--- config.mk ---
export PLATFORM = sky130hd
export DESIGN_NAME = wb_arbiter
export DESIGN_NICKNAME = d
export VERILOG_FILES = /design/src/rtl/wb_arbiter.sv
export SDC_FILE = /design/constraint.sdc
export NUM_CORES = 1
export LEC_CHECK = 0
export ABC_AREA = 1
export ABC_CLOCK_PERIOD_IN_PS = 1800
export BUFFER_PORTS_ARGS = -buffer_cell sky130_fd_sc_hd__buf_4
export CORE_AREA = 2 2 169 171
export DETAILED_ROUTE_END_ITERATION = 8
export DIE_AREA = 0 0 171 173
export GPL_TIMING_DRIVEN = 0
export PLACE_DENSITY = 0.52
export SLEW_MARGIN = 20
export SYNTH_ARGS = -nofsm -noshare
export SYNTH_HDL_FRONTEND = slang
export SYNTH_SLANG_ARGS = --single-unit
export TNS_END_PERCENT = 30
--- constraint.sdc ---
create_clock -name clk_i -period 1.8 [get_ports clk_i]
set_input_delay 0.27 -clock clk_i [delete_from_list [all_inputs] [get_ports clk_i]]
set_output_delay 0.27 -clock clk_i [all_outputs]
set_load 0.1 [all_outputs]
--- src/rtl/wb_arbiter.sv ---
// wb_arbiter: round-robin Wishbone arbiter, N masters onto one slave.
// Ports: clk_i/rst_ni, m_* per-master bus, s_* slave bus, gnt_o, busy_o.
module wb_arbiter #(
  parameter int NUM_MASTERS = 4,
  parameter int ADDR_WIDTH  = 32,
  parameter int DATA_WIDTH  = 32,
  parameter int TIMEOUT     = 255
) (
  input  logic                               clk_i,
  input  logic                               rst_ni,
  input  logic [NUM_MASTERS-1:0]             m_cyc_i,
  input  logic [NUM_MASTERS-1:0]             m_stb_i,
  input  logic [NUM_MASTERS-1:0]             m_we_i,
  input  logic [NUM_MASTERS*ADDR_WIDTH-1:0]  m_adr_i,
  input  logic [NUM_MASTERS*DATA_WIDTH-1:0]  m_dat_i,
  input  logic [NUM_MASTERS*DATA_WIDTH/8-1:0] m_sel_i,
  output logic [DATA_WIDTH-1:0]              m_dat_o,
  output logic [NUM_MASTERS-1:0]             m_ack_o,
  output logic [NUM_MASTERS-1:0]             m_err_o,
  output logic                               s_cyc_o,
  output logic                               s_stb_o,
  output logic                               s_we_o,
  output logic [ADDR_WIDTH-1:0]              s_adr_o,
  output logic [DATA_WIDTH-1:0]              s_dat_o,
  output logic [DATA_WIDTH/8-1:0]            s_sel_o,
  input  logic [DATA_WIDTH-1:0]              s_dat_i,
  input  logic                               s_ack_i,
  output logic [NUM_MASTERS-1:0]             gnt_o,
  output logic                               busy_o
);

  localparam int IW = (NUM_MASTERS > 1) ? $clog2(NUM_MASTERS) : 1;
  localparam int SW = DATA_WIDTH / 8;
  localparam logic [15:0] TMO_LAST = 16'(TIMEOUT - 1);

  typedef enum logic {IDLE, GRANT} state_t;

  state_t                 state_q, state_d;
  logic [NUM_MASTERS-1:0] gnt_q, gnt_d;
  logic [IW-1:0]          rr_q, rr_d;
  logic [15:0]            cnt_q, cnt_d;
  logic [1:0]             rst_sync;
  logic                   rst_n;
  logic [IW-1:0]          g_idx;
  logic [IW-1:0]          win_idx;
  logic                   active;
  logic                   stall;
  logic                   timeout;

  // Assert immediately, release two edges after rst_ni rises.
  always_ff @(posedge clk_i or negedge rst_ni) begin
    if (!rst_ni) rst_sync <= 2'b00;
    else         rst_sync <= {rst_sync[0], 1'b1};
  end

  assign rst_n = rst_sync[1];

  always_comb begin
    g_idx = '0;
    for (int i = 0; i < NUM_MASTERS; i++)
      if (gnt_q[i]) g_idx = IW'(i);
  end

  // First requester at or above rr_q, wrapping.
  always_comb begin
    logic found;
    found   = 1'b0;
    win_idx = '0;
    for (int i = 0; i < NUM_MASTERS; i++) begin
      if (!found &&
          m_cyc_i[(int'(rr_q) + i) % NUM_MASTERS]) begin
        found   = 1'b1;
        win_idx = IW'((int'(rr_q) + i) % NUM_MASTERS);
      end
    end
  end

  assign active  = (state_q == GRANT) && m_cyc_i[g_idx];
  assign stall   = active && m_stb_i[g_idx] && !s_ack_i;
  assign timeout = stall && (cnt_q == TMO_LAST);

  always_comb begin
    state_d = state_q;
    gnt_d   = gnt_q;
    rr_d    = rr_q;
    cnt_d   = '0;
    unique case (state_q)
      IDLE: begin
        if (|m_cyc_i) begin
          state_d = GRANT;
          gnt_d   = NUM_MASTERS'(1) << win_idx;
          rr_d    = (win_idx == IW'(NUM_MASTERS - 1))
                    ? '0 : win_idx + 1'b1;
        end
      end
      GRANT: begin
        if (!m_cyc_i[g_idx]) begin
          state_d = IDLE;
          gnt_d   = '0;
        end else if (stall && !timeout) begin
          cnt_d = cnt_q + 16'd1;
        end
      end
      default: begin
        state_d = IDLE;
        gnt_d   = '0;
      end
    endcase
  end

  always_ff @(posedge clk_i or negedge rst_n) begin
    if (!rst_n) begin
      state_q <= IDLE;
      gnt_q   <= '0;
      rr_q    <= '0;
      cnt_q   <= '0;
    end else begin
      state_q <= state_d;
      gnt_q   <= gnt_d;
      rr_q    <= rr_d;
      cnt_q   <= cnt_d;
    end
  end

  always_comb begin
    s_cyc_o = active;
    s_stb_o = active && m_stb_i[g_idx] && !timeout;
    s_we_o  = active && m_we_i[g_idx];
    s_adr_o = '0;
    s_dat_o = '0;
    s_sel_o = '0;
    if (state_q == GRANT) begin
      s_adr_o = m_adr_i[g_idx*ADDR_WIDTH +: ADDR_WIDTH];
      s_dat_o = m_dat_i[g_idx*DATA_WIDTH +: DATA_WIDTH];
      s_sel_o = m_sel_i[g_idx*SW +: SW];
    end
  end

  assign m_ack_o = (active && s_ack_i) ? gnt_q : '0;
  assign m_err_o = timeout ? gnt_q : '0;
  assign m_dat_o = s_dat_i;
  assign gnt_o   = gnt_q;
  assign busy_o  = (state_q == GRANT);

endmodule

* Word-level counts from Yosys, hierarchy flattened *
Index checks and enable logic that the tools add are counted.
W data, S select, Z words.

operators by class
  shift operators = 4
  reductions and logical operators = 22
  add/subtract/negate cells = 5
  bitwise logic cells = 4
  $lt $le $gt $ge = 5
  muxes and demuxes = 42
  eq/ne operators = 4

operator list
  cell                     number
  $shiftx A128 B8 Y32      2
  $mux W32                 2
  $mux W16                 3
  $mux W4                  5
  $add A16 B1 Y16 const B  1
  $eq A16 B8 Y1 const B    1
  $mux W1                  16
  $shiftx A16 B5 Y4        1
  $bmux W1 S2              7
  $mux W2                  7
  $lt A3 B4 Y1 const B     3
  $logic_and A1 B1 Y1      11
  $pmux W4 S2              1
  $lt A2 B3 Y1 const B     2
  $reduce_or A2 Y1         3
  $logic_not A1 Y1         5
  $add A2 B1 Y2 const B    2
  $add A2 B2 Y2 const B    2
  $ne A2 B2 Y1 const B     2
  $reduce_and A2 Y1        2
  $reduce_or A4 Y1         1
  $shl A1 B2 Y4 const A    1
  $and A1 B1 Y1 const A    3
  $eq A2 B2 Y1 const B     1
  2 further kinds          2

storage, ports and cells
  input port bits = 319
  bits in registers = 25
  logic and storage cells = 91

* Longest topological paths before layout *
  depth in word-level cells = 17
  mapped depth = 15
  depth with buffers taken out = 14

* Least setup slack after synthesis *
Ideal clock, no wire load.

  path type = reg2out
  from = reg gnt_q[1] (netlist: gnt_o[1])
  to = out m_err_o[0]
  path buffers = 1
  stages on the path, launching flop included = 8
  data required time = 1.530 ns
  slack = -2.203 ns
  arrival = 3.733 ns
  cells stage by stage = dfrtp_1 > buf_4 > a21oi_4 > o21ai_1 > nand2_1 > nor2_4 > nand4_1 > nor2_1

between the ends
  longest elaborated chain between the ends = 10

RTL lines
  what                               line  source
  start, declared                    39    logic [NUM_MASTERS-1:0] gnt_q, gnt_d;
  start signal, assigned             119   gnt_q <= gnt_d;
  $mux W1                            61    if (gnt_q[i]) g_idx = IW'(i);
  $mux W2 (2 in series)              61
  $bmux W1 S2                        78    assign active = (state_q == GRANT) && m_cyc_i[g_idx];
  $mux W1 (implied by the code)      78
  $logic_and A1 B1 Y1                78
  net s_cyc_o                        20    output logic s_cyc_o,
  $logic_and A1 B1 Y1 (2 in series)  79    assign stall = active && m_stb_i[g_idx] && !s_ack_i;
  $logic_and A1 B1 Y1                80    assign timeout = stall && (cnt_q == TMO_LAST);
  $mux W4                            140   assign m_err_o = timeout ? gnt_q : '0;
  end, declared                      19    output logic [NUM_MASTERS-1:0] m_err_o,

The timed path passes the listed nets, and every way through them passes these cells. The select of a mux whose other input is x is not followed.

* Worst setup path after layout *
  from = reg gnt_q[1] (netlist: gnt_o[1])
  to = out s_dat_o[30]

between the ends
  longest elaborated chain between the ends = 5

RTL lines
  what                   line  source
  $mux W1                61
  $mux W2 (2 in series)  61
  $shiftx A128 B8 Y32    134   s_dat_o = m_dat_i[g_idx*DATA_WIDTH +: DATA_WIDTH];
  $mux W32               132   if (state_q == GRANT) begin
  end, declared          24    output logic [DATA_WIDTH-1:0] s_dat_o,

Every way passes these cells.

==> impl_metrics.json <==
{
  "fp-row-count": 61,
  "fin_cells": 1609,
  "synth_fp_nets": 1116,
  "num_io_pins": 435,
  "vias_per_cell": 4.234,
  "dpl_cell_area_mm2": 0.008227,
  "vdd_drop_max_mv": 1.297,
  "setup_violations": 90,
  "violations": "negative setup slack",
  "clk_latency_ns": 0.26,
  "finalInstanceArea_mm2": 0.01023,
  "synth-edff-count": 0,
  "antenna_found_initial": 0,
  "r2r_cells": 8,
  "drt_iter0_drc": 408,
  "cp-end-kind": "output port",
  "hpwl_mm": 22.95,
  "worst_slack_ns": -0.6508,
  "reg2reg_setup_slack_ns": -0.11,
  "fin_skew_ns": 0.003103,
  "grt_pass1_wl_mm": 40.26,
  "crit_path_max_fanout": 10,
  "area_growth_pct": 142.9,
  "clock-sinks": 25,
  "dp_slack_ns": -1.061,
  "placedCellCount": 1571,
  "finalHoldViolations": 0,
  "period_share_pct": 136.2,
  "h-tree-depth": 1,
  "cp.required_ns": 1.53,
  "start_util_pct": 15.25,
  "maxCapViolations": 0,
  "cp_top_family": "buffers and inverters",
  "maxSlewHeadroom_pct": 36.08,
  "async_reset_ff_share_pct": 100.0,
  "clock.fmax_mhz": 408.0,
  "gp_congestion": 0.8699,
  "cts_made_buffers": 3,
  "p_leak_nw": 4.600,
  "yosysUniqueCellTypes": 31,
  "path_cells": "buf_12, clkbuf_1, nor2_1, nor2_1, o21ai_2, a21oi_4, buf_12",
  "cts_tree": "done",
  "max_slew.worst_pin.slew_ns": 0.9587,
  "root_buffer": "clkbuf_16",
  "hold_class": "input port to async pin",
  "syn_area_mm2": 0.004213,
  "rsz0062_at_grt": "true",
  "ys_seq_elements": 25,
  "grt_pass1_vias": 6417,
  "finalMaxSlewViolations": 0,
  "path_class": "flip-flop to output port",
  "min_period_ns": 2.451,
  "die_y_um": 173,
  "slowest_delay_ns": 0.50,
  "synth_cells": 791,
  "startpoint_type": "flip-flop",
  "dieArea_mm2": 0.02958,
  "drc_errors": 0,
  "postRouteAntennaNets": 0,
  "met1_length_mm": 12.61,
  "grt_overflow": 0,
  "die_x_um": 171,
  "arrival_ns": 2.18,
  "drt-total-wl_mm": 28.85,
  "first_pass_iters": 5,
  "dr_total_vias": 6812,
  "outcome": "finished with violations",
  "powerDensity_mw_per_mm2": 1953,
  "path_clk_slew_ns": 0.06,
  "path_buf_inv": 3,
  "rr_endpoint": "cnt_q[11]",
  "hold_ws_ns": 0.3304,
  "diodes": 0,
  "synth_seq_area_share_pct": 14.85,
  "totalPowerFinal_mw": 19.98,
  "ys.flop_type": "dfrtp_1",
  "post_drt_wl_per_cell_um": 17.93,
  "yosysWarnings": 0,
  "wl_met2_mm": 14.25,
  "io_buffers": 402,
  "timing.rr.start": "gnt_o[1]",
  "route.met3.wl_mm": 1.802,
  "cp.depth": 7,
  "grt_use_total_pct": 17.75,
  "final_nets": 1557,
  "maxUsedRoutingLayer": "met4",
  "critical-path-slowest-cell": "dfrtp_4",
  "nFillCells": 2975,
  "coreArea_mm2": 0.02763,
  "clockBufferDepth": 2,
  "grt_max_degree": 24,
  "syn_area_per_cell_um2": 5.326,
  "layout-drive-gt1-share_pct": 55.89
}
logic make-up (layout without fill, tap and decap cells):
| logic type | count (synthesis) | in the layout | synth area share (%) |
|---|---|---|---|
| adders and majority gates | 6 | 6 | 1.782 |
| buffers and inverters | 114 | 554 | 13.72 |
| and+or+nand+nor | 411 | 411 | 40.15 |
| AOI/OAI and AO/OA | 224 | 224 | 27.32 |
| xor gates and xnor gates | 10 | 10 | 2.079 |
| other | 1 | 1 | 0.08901 |
| DFF | 25 | 25 | 14.85 |
worst reg2reg max path, cell delays in order, from the launching register on:
cell	delay, ns
dfrtp_4	0.54
a21oi_4	0.39
buf_6	0.16
nor2_2	0.03
o21ai_2	0.15
buf_4	0.15
nand4_4	0.14
buf_12	0.22
nor2_4	0.08
synth_stat cells (3+ instances only):
cell type / instances / share of area [%]
a21oi_1: 71 / 8.4
buf_2: 8 / 0.95
buf_4: 34 / 6.1
clkbuf_1: 41 / 3.7
dfrtp_1: 25 / 15
ha_1: 6 / 1.8
inv_1: 23 / 2.0
inv_2: 5 / 0.45
nand2_1: 71 / 6.3
nand3_1: 9 / 1.1
nand4_1: 4 / 0.59
nor2_1: 304 / 27
nor2_4: 12 / 3.2
nor3_1: 6 / 0.71
o21ai_0: 138 / 16
o21ai_1: 8 / 0.95
o21ai_2: 4 / 0.83
xnor2_1: 3 / 0.62
xor2_1: 7 / 1.5
timing repair:
action                                  4_1_cts  5_1_grt
endpoints found under the hold margin         2        0
cloned                                        0        3
pin swaps                                    27       28
gates resized for setup                     347      174
setup buffers                                15       17
hold buffers                                  1        0
endpoints found under the setup margin      100      100
layout make-up:
type / instances / area, um^2 / area share, %
repair buffers: 438 / 4398 / 42.98
multi-input cells: 652 / 3784 / 36.97
plain buffers: 83 / 729.5 / 7.128
flip-flops and latches: 25 / 640.6 / 6.260
well taps: 378 / 473.0 / 4.622
inverters: 29 / 130.1 / 1.272
clock buffers: 4 / 78.83 / 0.7703
cells in the final DEF, fill, tap and decap left out, types with 4 or more instances in the layout:
cell type,netlist,final
a21oi_2,0,46
a21oi_4,1,26
buf_12,0,80
buf_2,8,5
buf_4,34,375
buf_6,0,14
buf_8,1,17
clkbuf_16,0,7
clkbuf_2,1,12
clkbuf_4,0,9
dfrtp_1,25,21
dfrtp_4,0,4
ha_1,6,6
inv_1,23,22
nand2_1,71,65
nand2_2,0,5
nand3_1,9,8
nand4_1,4,4
nor2_1,304,285
nor2_2,1,14
nor2_4,12,18
nor3_1,6,6
o21ai_0,138,66
o21ai_1,8,40
o21ai_2,4,35
o21ai_4,0,9
xor2_1,7,7
through the flow:
stage / utilization [%] / TNS [ns]
after CTS: 34.83 / -53.53
after global placement: 29.78 / -59.35
after detailed placement: 29.78 / -60.79
after global routing: 37.04 / -52.67
final: 37.04 / -41.87
after floorplan: - / -68.21
metal layers:
layer  global-route usage (%)  vias up
met4                    1.306        0
met1                    24.56     3113
li1                         -     3413
met2                    30.76      268
met5                        0        -
met3                    1.877       18
state kept, by name (all words and copies together), names as in the netlist:
register and count:
rr_q 2, busy_o 1, gnt_o 4, cnt_q 16
rst_sync 2
power breakdown:
| part | internal [mW] | switching, mW | total, mW | leakage, nW |
|---|---|---|---|---|
| logic | 6.40 | 12.3 | 18.7 | 4.23 |
| registers | 0.650 | 0.106 | 0.756 | 0.330 |
| clock network | 0.303 | 0.193 | 0.496 | 0.0382 |
| total | 7.35 | 12.6 | 20.0 | 4.60 |
how the worst max path moves through the flow:
stage / startpoint / endpoint / slack [ns]
after floorplan: gnt_o[1] / m_err_o[0] / -1.38
after global placement: busy_o / s_dat_o[20] / -1.02
after detailed placement: busy_o / s_dat_o[20] / -1.06
after CTS: gnt_o[1] / m_err_o[2] / -0.71
after global routing: gnt_o[1] / m_err_o[0] / -0.72
final: gnt_o[1] / s_dat_o[30] / -0.65
Note: power is estimated with default switching activity, not from simulation.
